[src/rtl/yuv_stream_pkg.sv]
// yuv_stream_pkg: shared widths, entry tag positions and read-FSM states
package yuv_stream_pkg;
    localparam int YUV_WORD_W = 64;
    localparam int BEAT_W     = 32;
    localparam int ENTRY_W    = 67;
    localparam int SOF        = 66;
    localparam int SOL        = 65;
    localparam int EOL        = 64;
    typedef enum logic [1:0] {ST_EMPTY, ST_HI, ST_LO} rd_state_t;
endpackage

[src/rtl/yuv_word_fifo.sv]
// yuv_word_fifo: synchronous FIFO of tagged words with a look-ahead head
module yuv_word_fifo
    import yuv_stream_pkg::*;
#(
    parameter int FIFO_DEPTH = 8
) (
    input  logic                        clk_i,
    input  logic                        reset_i,
    input  logic                        push_i,
    input  logic                        pop_i,
    input  logic [ENTRY_W-1:0]          din_i,
    output logic [ENTRY_W-1:0]          head_o,
    output logic                        full_o,
    output logic                        empty_o,
    output logic [$clog2(FIFO_DEPTH):0] count_o
);
    localparam int AW = $clog2(FIFO_DEPTH);
    logic [AW:0]         r_wr;
    logic [AW:0]         r_rd;
    logic [ENTRY_W-1:0]  r_mem [FIFO_DEPTH];
    always_ff @(posedge clk_i or negedge reset_i) begin
        if (!reset_i) begin
            r_wr <= '0;
            r_rd <= '0;
        end else begin
            if (push_i) r_wr <= r_wr + 1'b1;
            if (pop_i) r_rd <= r_rd + 1'b1;
        end
    end
    // Push-on-full with a same-cycle pop overwrites the slot being retired.
    always_ff @(posedge clk_i) begin
        if (push_i) r_mem[r_wr[AW-1:0]] <= din_i;
    end
    assign count_o = r_wr - r_rd;
    assign full_o  = count_o == (AW+1)'(FIFO_DEPTH);
    assign empty_o = count_o == '0;
    assign head_o  = r_mem[r_rd[AW-1:0]];
endmodule

[src/rtl/yuv_stream_scheduler.sv]
// yuv_stream_scheduler: tags YUV422 words with line/frame marks and serialises them as 32-bit beats
module yuv_stream_scheduler
    import yuv_stream_pkg::*;
#(
    parameter int WORDS_PER_LINE = 480,
    parameter int FIFO_DEPTH     = 8
) (
    input  logic                  clk_i,
    input  logic                  reset_i,
    input  logic                  frame_start_i,
    input  logic [YUV_WORD_W-1:0] yuv_i,
    input  logic                  yuv_valid_i,
    input  logic                  out_ready_i,
    output logic [BEAT_W-1:0]     out_data_o,
    output logic                  out_valid_o,
    output logic                  out_line_start_o,
    output logic                  out_line_end_o,
    output logic                  out_frame_start_o,
    output logic                  overflow_o,
    output logic [15:0]           line_count_o,
    output logic                  idle_o
);
    localparam int CW = $clog2(FIFO_DEPTH) + 1;
    localparam logic [15:0] LAST = 16'(WORDS_PER_LINE - 1);
    logic [15:0]        r_wcnt;
    logic [15:0]        r_line_count;
    logic               r_sof_pend;
    logic               r_overflow;
    rd_state_t          r_state;
    rd_state_t          w_state_nxt;
    logic [15:0]        w_wcnt;
    logic               w_eol;
    logic               w_push;
    logic               w_pop;
    logic               w_drop;
    logic               w_full;
    logic               w_empty;
    logic [CW-1:0]      w_count;
    logic [ENTRY_W-1:0] w_entry;
    logic [ENTRY_W-1:0] w_head;
    assign w_wcnt  = frame_start_i ? '0 : r_wcnt;
    assign w_eol   = w_wcnt == LAST;
    assign w_entry = {frame_start_i | r_sof_pend, w_wcnt == '0, w_eol, yuv_i};
    assign w_pop   = r_state == ST_LO && out_ready_i;
    assign w_push  = yuv_valid_i && (!w_full || w_pop);
    assign w_drop  = yuv_valid_i && !w_push;
    yuv_word_fifo #(.FIFO_DEPTH(FIFO_DEPTH)) u_fifo (
        .clk_i   (clk_i),
        .reset_i (reset_i),
        .push_i  (w_push),
        .pop_i   (w_pop),
        .din_i   (w_entry),
        .head_o  (w_head),
        .full_o  (w_full),
        .empty_o (w_empty),
        .count_o (w_count)
    );
    // Dropped words still advance the word counter so line alignment survives overflow.
    always_ff @(posedge clk_i or negedge reset_i) begin
        if (!reset_i) begin
            r_wcnt       <= '0;
            r_line_count <= '0;
            r_sof_pend   <= 1'b0;
            r_overflow   <= 1'b0;
        end else if (frame_start_i) begin
            r_wcnt       <= yuv_valid_i ? 16'd1 : 16'd0;
            r_line_count <= '0;
            r_sof_pend   <= !yuv_valid_i;
            r_overflow   <= w_drop;
        end else if (yuv_valid_i) begin
            r_wcnt     <= w_eol ? '0 : r_wcnt + 16'd1;
            r_sof_pend <= 1'b0;
            if (w_eol && r_line_count != 16'hFFFF) r_line_count <= r_line_count + 16'd1;
            if (w_drop) r_overflow <= 1'b1;
        end
    end
    always_ff @(posedge clk_i or negedge reset_i) begin
        if (!reset_i) r_state <= ST_EMPTY;
        else r_state <= w_state_nxt;
    end
    always_comb begin
        w_state_nxt       = r_state == ST_EMPTY ? (w_empty ? ST_EMPTY : ST_HI)
                          : r_state == ST_HI    ? (out_ready_i ? ST_LO : ST_HI)
                          : !out_ready_i        ? ST_LO
                          : (w_count > CW'(1) || w_push) ? ST_HI : ST_EMPTY;
        out_valid_o       = r_state != ST_EMPTY;
        out_data_o        = r_state == ST_HI ? w_head[63:32] : r_state == ST_LO ? w_head[31:0] : '0;
        out_line_start_o  = r_state == ST_HI && w_head[SOL];
        out_frame_start_o = r_state == ST_HI && w_head[SOF];
        out_line_end_o    = r_state == ST_LO && w_head[EOL];
        idle_o            = r_state == ST_EMPTY;
    end
    assign overflow_o   = r_overflow;
    assign line_count_o = r_line_count;
endmodule

[config.mk]
export PLATFORM = sky130hd
export DESIGN_NAME = yuv_stream_scheduler
export DESIGN_NICKNAME = d
export VERILOG_FILES = /design/src/rtl/yuv_stream_pkg.sv /design/src/rtl/yuv_word_fifo.sv /design/src/rtl/yuv_stream_scheduler.sv
export SDC_FILE = /design/constraint.sdc
export NUM_CORES = 1
export LEC_CHECK = 0
export BUFFER_PORTS_ARGS = -buffer_cell sky130_fd_sc_hd__buf_4
export CORE_MARGIN = 2
export CORE_UTILIZATION = 55
export CTS_CLUSTER_SIZE = 14
export DETAILED_ROUTE_END_ITERATION = 10
export PLACE_DENSITY = 0.75
export SYNTH_ARGS = -nofsm -noshare
export SYNTH_HDL_FRONTEND = slang
export SYNTH_HIERARCHICAL = 1
export SYNTH_SLANG_ARGS = --single-unit
[constraint.sdc]
create_clock -name clk_i -period 8.25 [get_ports clk_i]
set_input_delay 0.4125 -clock clk_i [delete_from_list [all_inputs] [get_ports clk_i]]
set_output_delay 0.4125 -clock clk_i [all_outputs]
set_load 0.05 [all_outputs]
==> metrics.md, run 1 <==
| Metric | Value |
|---|---|
| CP Launch Type | `flop` |
| Die X | `around 210 um` |
| DR WL met2 | `approximately 24,000 um` |
| Post-synth EDFFs | `roughly 540` |
| Commonest non-fill, non-tap cell in the layout | `edfxtp_1` |
| Multi-input gate area | `5620 um2` |
| WL met1 | `19,300 um` |
| Critical R2R Capture | `u_fifo/r_mem[3][12]$_DFFE_PP_` |
| Post-layout nets | `around 1,400` |
| CP Max Fanout | `a little under 70` |
| Row cnt | `75` |
| Initial antenna violation count | `0` |
| Clock Latency Late Sink | `between 0.6 and 0.7 ns` |
| Fillers | `around 2,800` |
| Top routing layer in use | `met4` |
| Chip height | `roughly 210 um` |
| Syn nets | `around 1,300` |
| Final period utilization | `between 60% and 70%` |
| Count of cell types in the netlist | `63` |
| Fin Setup TNS | `0 ns` |
| Maximum VDD drop | `roughly 0.28 mV` |
| Die area | `43,700 um2` |
| CP arrival | `around 5.7 ns` |
| Congestion Overflow GR | `0` |
| Largest net degree at the start of global routing | `71` |
| R2R depth | `9` |
| Pleak | `roughly 9.1 nW` |
| Root buffer cell | `clkbuf_16` |
| Initial Utilization | `between 50% and 60%` |
| Max cap viols | `0` |
| Total chip power | `9.39 mW` |
| Worst r2r src | `u_fifo/r_rd[1]$_DFFE_PN0P_` |
| Post-synth ARST share | `roughly 7.6%` |
| Post-synthesis cell area | `roughly 23,000 um2` |
| Via density | `between 6 and 7` |
| Worst setup EP type | `flop` |
| Layout cells sized above 1 | `a little over a quarter` |
| First-pass GRT wire length | `about 72,000 um` |
| Sink Count | `580` |
| WS Path Type | `reg -> reg` |
| Hold Path Class | `in -> reg` |
| CTS tree | `done` |
| Leading cell types in the layout, fill and taps excluded | `536 x edfxtp_1, 214 x nand2_1, 139 x buf_4, 134 x mux4_2, 57 x clkbuf_16` |
| Rel. slew slack | `a little under a quarter` |
| DRC | `0` |
| Vias in the first global route | `between 10,000 and 15,000` |
| Final WL | `between 40,000 and 50,000 um` |
| Hold Path End | `u_fifo/r_mem[5][1]$_DFFE_PP_` |
| Total GRT Usage | `21.8%` |
| Commonest register cell after synthesis | `edfxtp_1` |
| Worst Hold Depth | `1` |
| Clk slew on worst S/H paths | `0.06 ns` |
| Storage cell area | `17,200 um2` |
| Syn Area/Cell | `~19 um2` |
| Yosys top cell area share | `69.6%` |
| Core area | `approximately 42,000 um2` |
| PortBufs | `about 120` |
| Maximum root-to-sink buffer count | `3` |
| Critical Path RT | `about 8.5 ns` |
| Synthesis-to-layout area growth | `13.9%` |
| Final Wtd Congestion | `0.787` |
| Ys Warns | `6` |
| Post-synth top area cell | `edfxtp_1` |
| Fmax | `around 180 MHz` |
| Pwr dens | `roughly 360 nW/um2` |
| Endpoints failing setup | `0` |
| Routed len/inst | `about 24 um` |
| Final worst path period need | `~5.5 ns` |
| Num ports | `~120` |
| DRT Pass-1 Iters | `5` |
| Met3 wire len | `around 2800 um` |
| Inserted Clock Buffers | `56` |
| Post-route ant nets | `0` |
| Reg2reg setup slack | `about 2.8 ns` |
| Worst slew pin tran | `between 1 and 1.5 ns` |
| RSZ-0062 raised after global routing | `no` |
| Post-detail-place hpwl | `between 20,000 and 30,000 um` |
| Post-synthesis sequential area ratio | `about three quarters` |
| CTS H-tree depth | `2` |
| Clk_skew | `roughly 0.019 ns` |
| Largest cells by area after synthesis | `edfxtp_1 70%, mux4_2 13%, dfrtp_1 4.8%` |
| Vias | `roughly 12,000` |
| Starting DRT DRC Count | `between 1,000 and 1,500` |
| Status | `completed` |
| Pins over their slew limit | `0` |
| Post-layout util | `63.0%` |
| HP Start | `yuv_i[1]` |
| Cells after synthesis | `roughly 1,200` |
| Flops & latches, synth | `580` |
| Final hold vios | `0` |
==> stage by stage <==
stage	instance area (um2)	hold WS, ns	std cells	setup slack, ns
global route	26300	0.0183	1952	2.41
detailed placement	24600	0.453	1851	2.82
CTS	26300	0.00676	1952	2.71
global placement	24600	0.450	1851	2.98
floorplan	23100	0.117	1236	0.588
finish	26300	0.0359	1954	2.78
==> synthesized netlist by cell type, types with 4 or more instances <==
cell        n
a21boi_0    5
a21oi_1    10
a22o_1     33
a311oi_1   10
a31oi_1     9
and2_1     10
and3_1      9
and4_1      5
buf_1       4
buf_2      19
buf_4       5
buf_6       6
clkbuf_1   29
dfrtp_1    44
edfxtp_1  536
ha_1        7
inv_1      12
mux4_2    134
nand2_1   214
nand2b_1    6
nand3_1     9
nand4_1     6
nor2_1     28
nor2b_1     6
nor3_1      4
nor4_1      5
o21bai_1    4
xnor2_1    11
xor2_1      7
==> flip-flops by register name, summed over array words and instances (netlist names) <==
register and count:
u_fifo/r_mem 536, u_fifo/r_rd 4, line_count_o 16, r_sof_pend 1, r_state 2, u_fifo/r_wr 4, overflow_o 1, r_wcnt 16
==> final cells by class <==
class                   instances  area share, %
repair buffers                140           4.00
flip-flops and latches        580           65.4
multi-input cells             580           21.3
clock inverters                32          0.932
well taps                     539           2.56
diodes                          2         0.0190
inverters                      13          0.185
clock buffers                  68           5.61
==> cell families after synthesis <==
family                   Yosys count  synth area share, %
AO/OA/AOI/OAI                     94                 3.22
XOR/XNOR                          18                0.682
adder cells (fa/ha/maj)            8                0.466
buffers and inverters             76                 1.61
flip-flops                       580                 74.4
multiplexers                     140                 13.3
AND/OR/NAND/NOR                  320                 6.29
==> how the worst max path moves through the flow <==
stage	start	endpoint	slack, ns	depth (start not counted)
after floorplan	u_fifo/r_rd[1]$_DFFE_PN0P_	u_fifo/r_mem[1][0]$_DFFE_PP_	0.59	11
after global placement	u_fifo/r_rd[0]$_DFFE_PN0P_	u_fifo/r_mem[3][10]$_DFFE_PP_	2.98	10
after detailed placement	u_fifo/r_rd[1]$_DFFE_PN0P_	u_fifo/r_mem[3][6]$_DFFE_PP_	2.82	9
after CTS	u_fifo/r_rd[1]$_DFFE_PN0P_	u_fifo/r_mem[3][12]$_DFFE_PP_	2.71	9
after global routing	u_fifo/r_rd[1]$_DFFE_PN0P_	u_fifo/r_mem[3][13]$_DFFE_PP_	2.41	9
final	u_fifo/r_rd[1]$_DFFE_PN0P_	u_fifo/r_mem[3][12]$_DFFE_PP_	2.78	9
==> report_power, final <==
part / switching (mW) / total [mW] / leakage [nW] / internal [mW]
registers: 0.256 / 3.98 / 5.45 / 3.72
logic: 1.82 / 3.01 / 2.81 / 1.19
clock network: 1.04 / 2.40 / 0.844 / 1.36
==> timing repair <==
item | in CTS | in global routing
setup buffers | 0 | 0
resized for setup | 0 | 0
endpoints found under the setup margin | 0 | 0
hold endpoints to repair | 44 | 0
hold buffers | 1 | 0
==> metal layers <==
layer / track usage, % / vias up
met5: 0 / -
met2: 36.8 / 381
met4: 5.30 / 0
met1: 30.2 / 6266
li1: - / 5187
met3: 3.59 / 54
==> critical path, cell delays in order, from the launching register on <==
cell	delay, ns
dfrtp_4	1.10
inv_1	0.26
fa_1	0.51
xor2_1	0.20
or3_1	0.15
and3b_1	0.20
a21boi_0	0.62
nand2_1	0.41
nor2_4	0.98
buf_4	0.66
No activity file was read; power rests on OpenSTA's default activity.
==> inputs of run 2 (changes only) <==
- ABC_AREA: unset -> 1
- CORE_UTILIZATION: 55 -> 60
- PLACE_DENSITY: 0.75 -> 0.77
- clock period: 8.25 -> 5.4 ns (I/O delays scaled with it)
==> run 2 against run 1 <==
  * Hold slack improved by 0.021 ns
  * Setup slack got worse by 1.8 ns
  * Combinational power rose by 110%
  * Core utilization rose by 6.6 points
  * Wire length rose by 36%
  * Sequential share of layout area fell by 8.2 points
  * Die area rose by 4.1%
  * Register-to-register slack got worse by 1.3 ns
  * Largest cell class unchanged
==> metrics.md, run 2 <==
| Metric | Value |
|---|---|
| Initial antenna violation count | `3 (+3)` |
| First-pass GRT wire length | `97,900 um (+37%)` |
| Layout cells sized above 1 | `8.33% (-19 points)` |
| Clk_skew | `0.0251 ns (+0.00590 ns)` |
| Leading cell types in the layout, fill and taps excluded | `1,133 x nand2_1, 536 x edfxtp_1, 460 x inv_1, 234 x nand3_1, 135 x buf_4` |
| CP arrival | `4.10 ns (-1.59 ns)` |
| Status | `completed` |
| DRT Pass-1 Iters | `6 (+1)` |
| Post-synth top area cell | `edfxtp_1` |
| Maximum root-to-sink buffer count | `3 (unchanged)` |
| Synth top cells by count | `1,133 x nand2_1, 536 x edfxtp_1, 460 x inv_1` |
| Pins over their slew limit | `0 (unchanged)` |
| Fmax | `approximately 230 MHz` |
| Ys Warns | `6 (unchanged)` |
| Starting DRT DRC Count | `2,013 (+73%)` |
| Post-layout nets | `2,963 (+100%)` |
| Largest net degree at the start of global routing | `198 (+180%)` |
| Num ports | `123 (unchanged)` |
| Syn Area/Cell | `9.61 um2 (-49%)` |
| CP Launch Type | `flop` |
| Switching share of power | `40.3% (+7.2 points)` |
| Yosys top cell area share | `61.3% (-8.3 points)` |
| Cells after synthesis | `2,733 (+120%)` |
| Commonest register cell after synthesis | `edfxtp_1` |
| CP Max Fanout | `82 (+21%)` |
| Largest cells by area after synthesis | `edfxtp_1 61%, nand2_1 16%, inv_1 6.6%` |
| Post-detail-place hpwl | `36,100 um (+39%)` |
| Congestion Overflow GR | `0 (unchanged)` |
| Worst hold slack | `0.0565 ns (+0.0206 ns)` |
| Fillers | `3,143 (+12%)` |
| CTS tree | `done` |
| Worst r2r src | `u_fifo/r_rd[1]$_DFFE_PN0P_` |
| Pleak | `13.7 nW (+50%)` |
| Count of cell types in the netlist | `34 (-46%)` |
| Max reg flops | `536 (unchanged)` |
| Critical Path RT | `5.13 ns (-3.34 ns)` |
| WS Path Type | `reg -> out` |
| Comb power frac | `39.0% (+7.0 points)` |
| Clock Latency Late Sink | `0.62 ns (about the same)` |
| Hold Path Class | `in -> reg` |
| Final worst path period need | `4.37 ns` |
| Post-synth EDFFs | `536 (unchanged)` |
| Clk slew on worst S/H paths | `0.06 ns (about the same)` |
| Max cap viols | `0 (unchanged)` |
| PortBufs | `122 (unchanged)` |
| Routed len/inst | `18.0 um (-25%)` |
| Post-synth ARST share | `7.59% (unchanged)` |
| Vias | `18,700 (+57%)` |
| Sink Count | `580 (unchanged)` |
| Endpoints failing setup | `0 (unchanged)` |
| Commonest non-fill, non-tap cell in the layout | `nand2_1` |
| Vias in the first global route | `18,200 (+48%)` |
| HP Start | `out_ready_i` |
| Total GRT Usage | `28.2% (+6.4 points)` |
| Internal power | `9.62 mW (+53%)` |
| Final WL | `63,200 um (+36%)` |
| Inserted Clock Buffers | `57 (+1.8%)` |
| Pwr dens | `536 nW/um2 (+50%)` |
| Post-synthesis sequential area ratio | `65.5% (-8.9 points)` |
| Total chip power | `16.1 mW (+72%)` |
| Die area | `45,500 um2 (+4.1%)` |
| Clock power frac | `24.0% (-1.6 points)` |
| DRC | `0 (unchanged)` |
| Final period utilization | `between 80% and 90%` |
| RSZ-0062 raised after global routing | `no` |
| Worst setup EP type | `output pin` |
| Via density | `5.32 (-13%)` |
| Post-route ant nets | `0 (unchanged)` |
| Sw Pwr | `6.50 mW (+110%)` |
| Fin Setup TNS | `0 ns (unchanged)` |
| Final Wtd Congestion | `0.886 (+13%)` |
| Crit path launch | `u_fifo/r_rd[1]$_DFFE_PN0P_` |
| Synthesis-to-layout area growth | `14.5%` |
| Root buffer cell | `clkbuf_16` |
| Register share of total power | `36.9% (-5.5 points)` |
| Chip height | `213 um (+2.0%)` |
| Top-count cell post-synth | `nand2_1` |
| Initial Utilization | `60.8% (+5.5 points)` |
| CTS H-tree depth | `2 (unchanged)` |
| Rel. slew slack | `32.7% (+10 points)` |
| Core area | `43,200 um2 (+3.4%)` |
| Row cnt | `76 (+1.3%)` |
| Maximum VDD drop | `0.487 mV (+71%)` |
| Flops & latches, synth | `580 (unchanged)` |
| Worst slew pin tran | `1.01 ns (-0.149 ns)` |
| Post-synthesis cell area | `26,300 um2 (+14%)` |
| Syn nets | `2,810 (+110%)` |
| Final hold vios | `0 (unchanged)` |
| Die X | `213 um (+2.0%)` |
run 2: worst paths after layout:
kind / slack [ns] / endpoint / cells after the start
setup reg to reg: 1.52 / u_fifo/r_mem[3][12]$_DFFE_PP_ / 11
setup / recovery: 1.03 / out_data_o[19] / 9
hold / removal: 0.06 / r_state[1]$_DFF_PN0_ / 4
max in group asynchronous: 4.71 / u_fifo/r_rd[0]$_DFFE_PN0P_ / 2
hold reg to reg: 0.52 / r_sof_pend$_DFFE_PN0P_ / 2
min in group asynchronous: 0.21 / line_count_o[3]$_DFFE_PN0P_ / 2
run 2: final cells by class:
class / count / area (um2) / share of cell area [%]
Antenna cell: 4 / 10.0 / 0.0333
Clock buffer: 69 / 1480 / 4.93
Clock inverter: 33 / 318 / 1.06
Inverter: 465 / 1760 / 5.84
Multi-Input combinational cell: 1571 / 6700 / 22.3
Sequential cell: 580 / 17200 / 57.2
Tap cell: 585 / 732 / 2.43
Timing Repair Buffer: 211 / 1870 / 6.23
run 2: logic make-up after synthesis:
kind of cell / after synthesis / synth area share [%]
AO/OA/AOI/OAI: 68 / 1.80
XOR/XNOR: 14 / 0.467
adder cells (fa/ha/maj): 8 / 0.410
buffers and inverters: 582 / 9.27
flip-flops: 580 / 65.5
AND/OR/NAND/NOR: 1481 / 22.6
run 2: per-layer routing:
metal	vias up	share of wire [%]	global-route usage (%)
li1	8928	-	-
met1	8811	40	37.6
met2	842	48	47.0
met3	142	8.6	4.31
met4	0	3.5	11.2
met5	-	0	0
run 2: repair_timing:
| item | CTS | global route |
|---|---|---|
| buffers inserted | 0 | 0 |
| hold buffers | 66 | 0 |
| hold endpoints to repair | 562 | 0 |
| resized for setup | 0 | 0 |
run 2: critical path, stage by stage, from the launching register on:
cell and delay (ns):
dfrtp_4 0.79, inv_4 0.17, buf_4 0.56, buf_4 0.89, nand3_1 0.18, nand2_1 0.10, nand2_1 0.05, nand2_1 0.26
a22o_1 0.23, buf_4 0.21
run 2: power groups by stage:
| stage | Combinational (mW) | Sequential (mW) | Clock, mW |
|---|---|---|---|
| floorplan | 4.41 | 6.00 | 0 |
| global placement | 6.02 | 6.01 | 0 |
| detailed placement | 6.15 | 6.04 | 0 |
| CTS | 6.24 | 5.95 | 3.92 |
| global route | 6.86 | 6.00 | 4.08 |
| finish | 6.29 | 5.95 | 3.88 |
run 2: stage by stage:
stage          util (%)  instance area, um2  setup WS [ns]  cells
2_1_floorplan         -               26300          0.116   2733
3_3_place_gp       63.9               27600           1.61   3346
3_5_place_dp       63.9               27600           1.53   3346
4_1_cts            69.6               30100           1.10   3514
5_1_grt            69.7               30100          0.859   3517
6_report           69.7               30100           1.03   3518
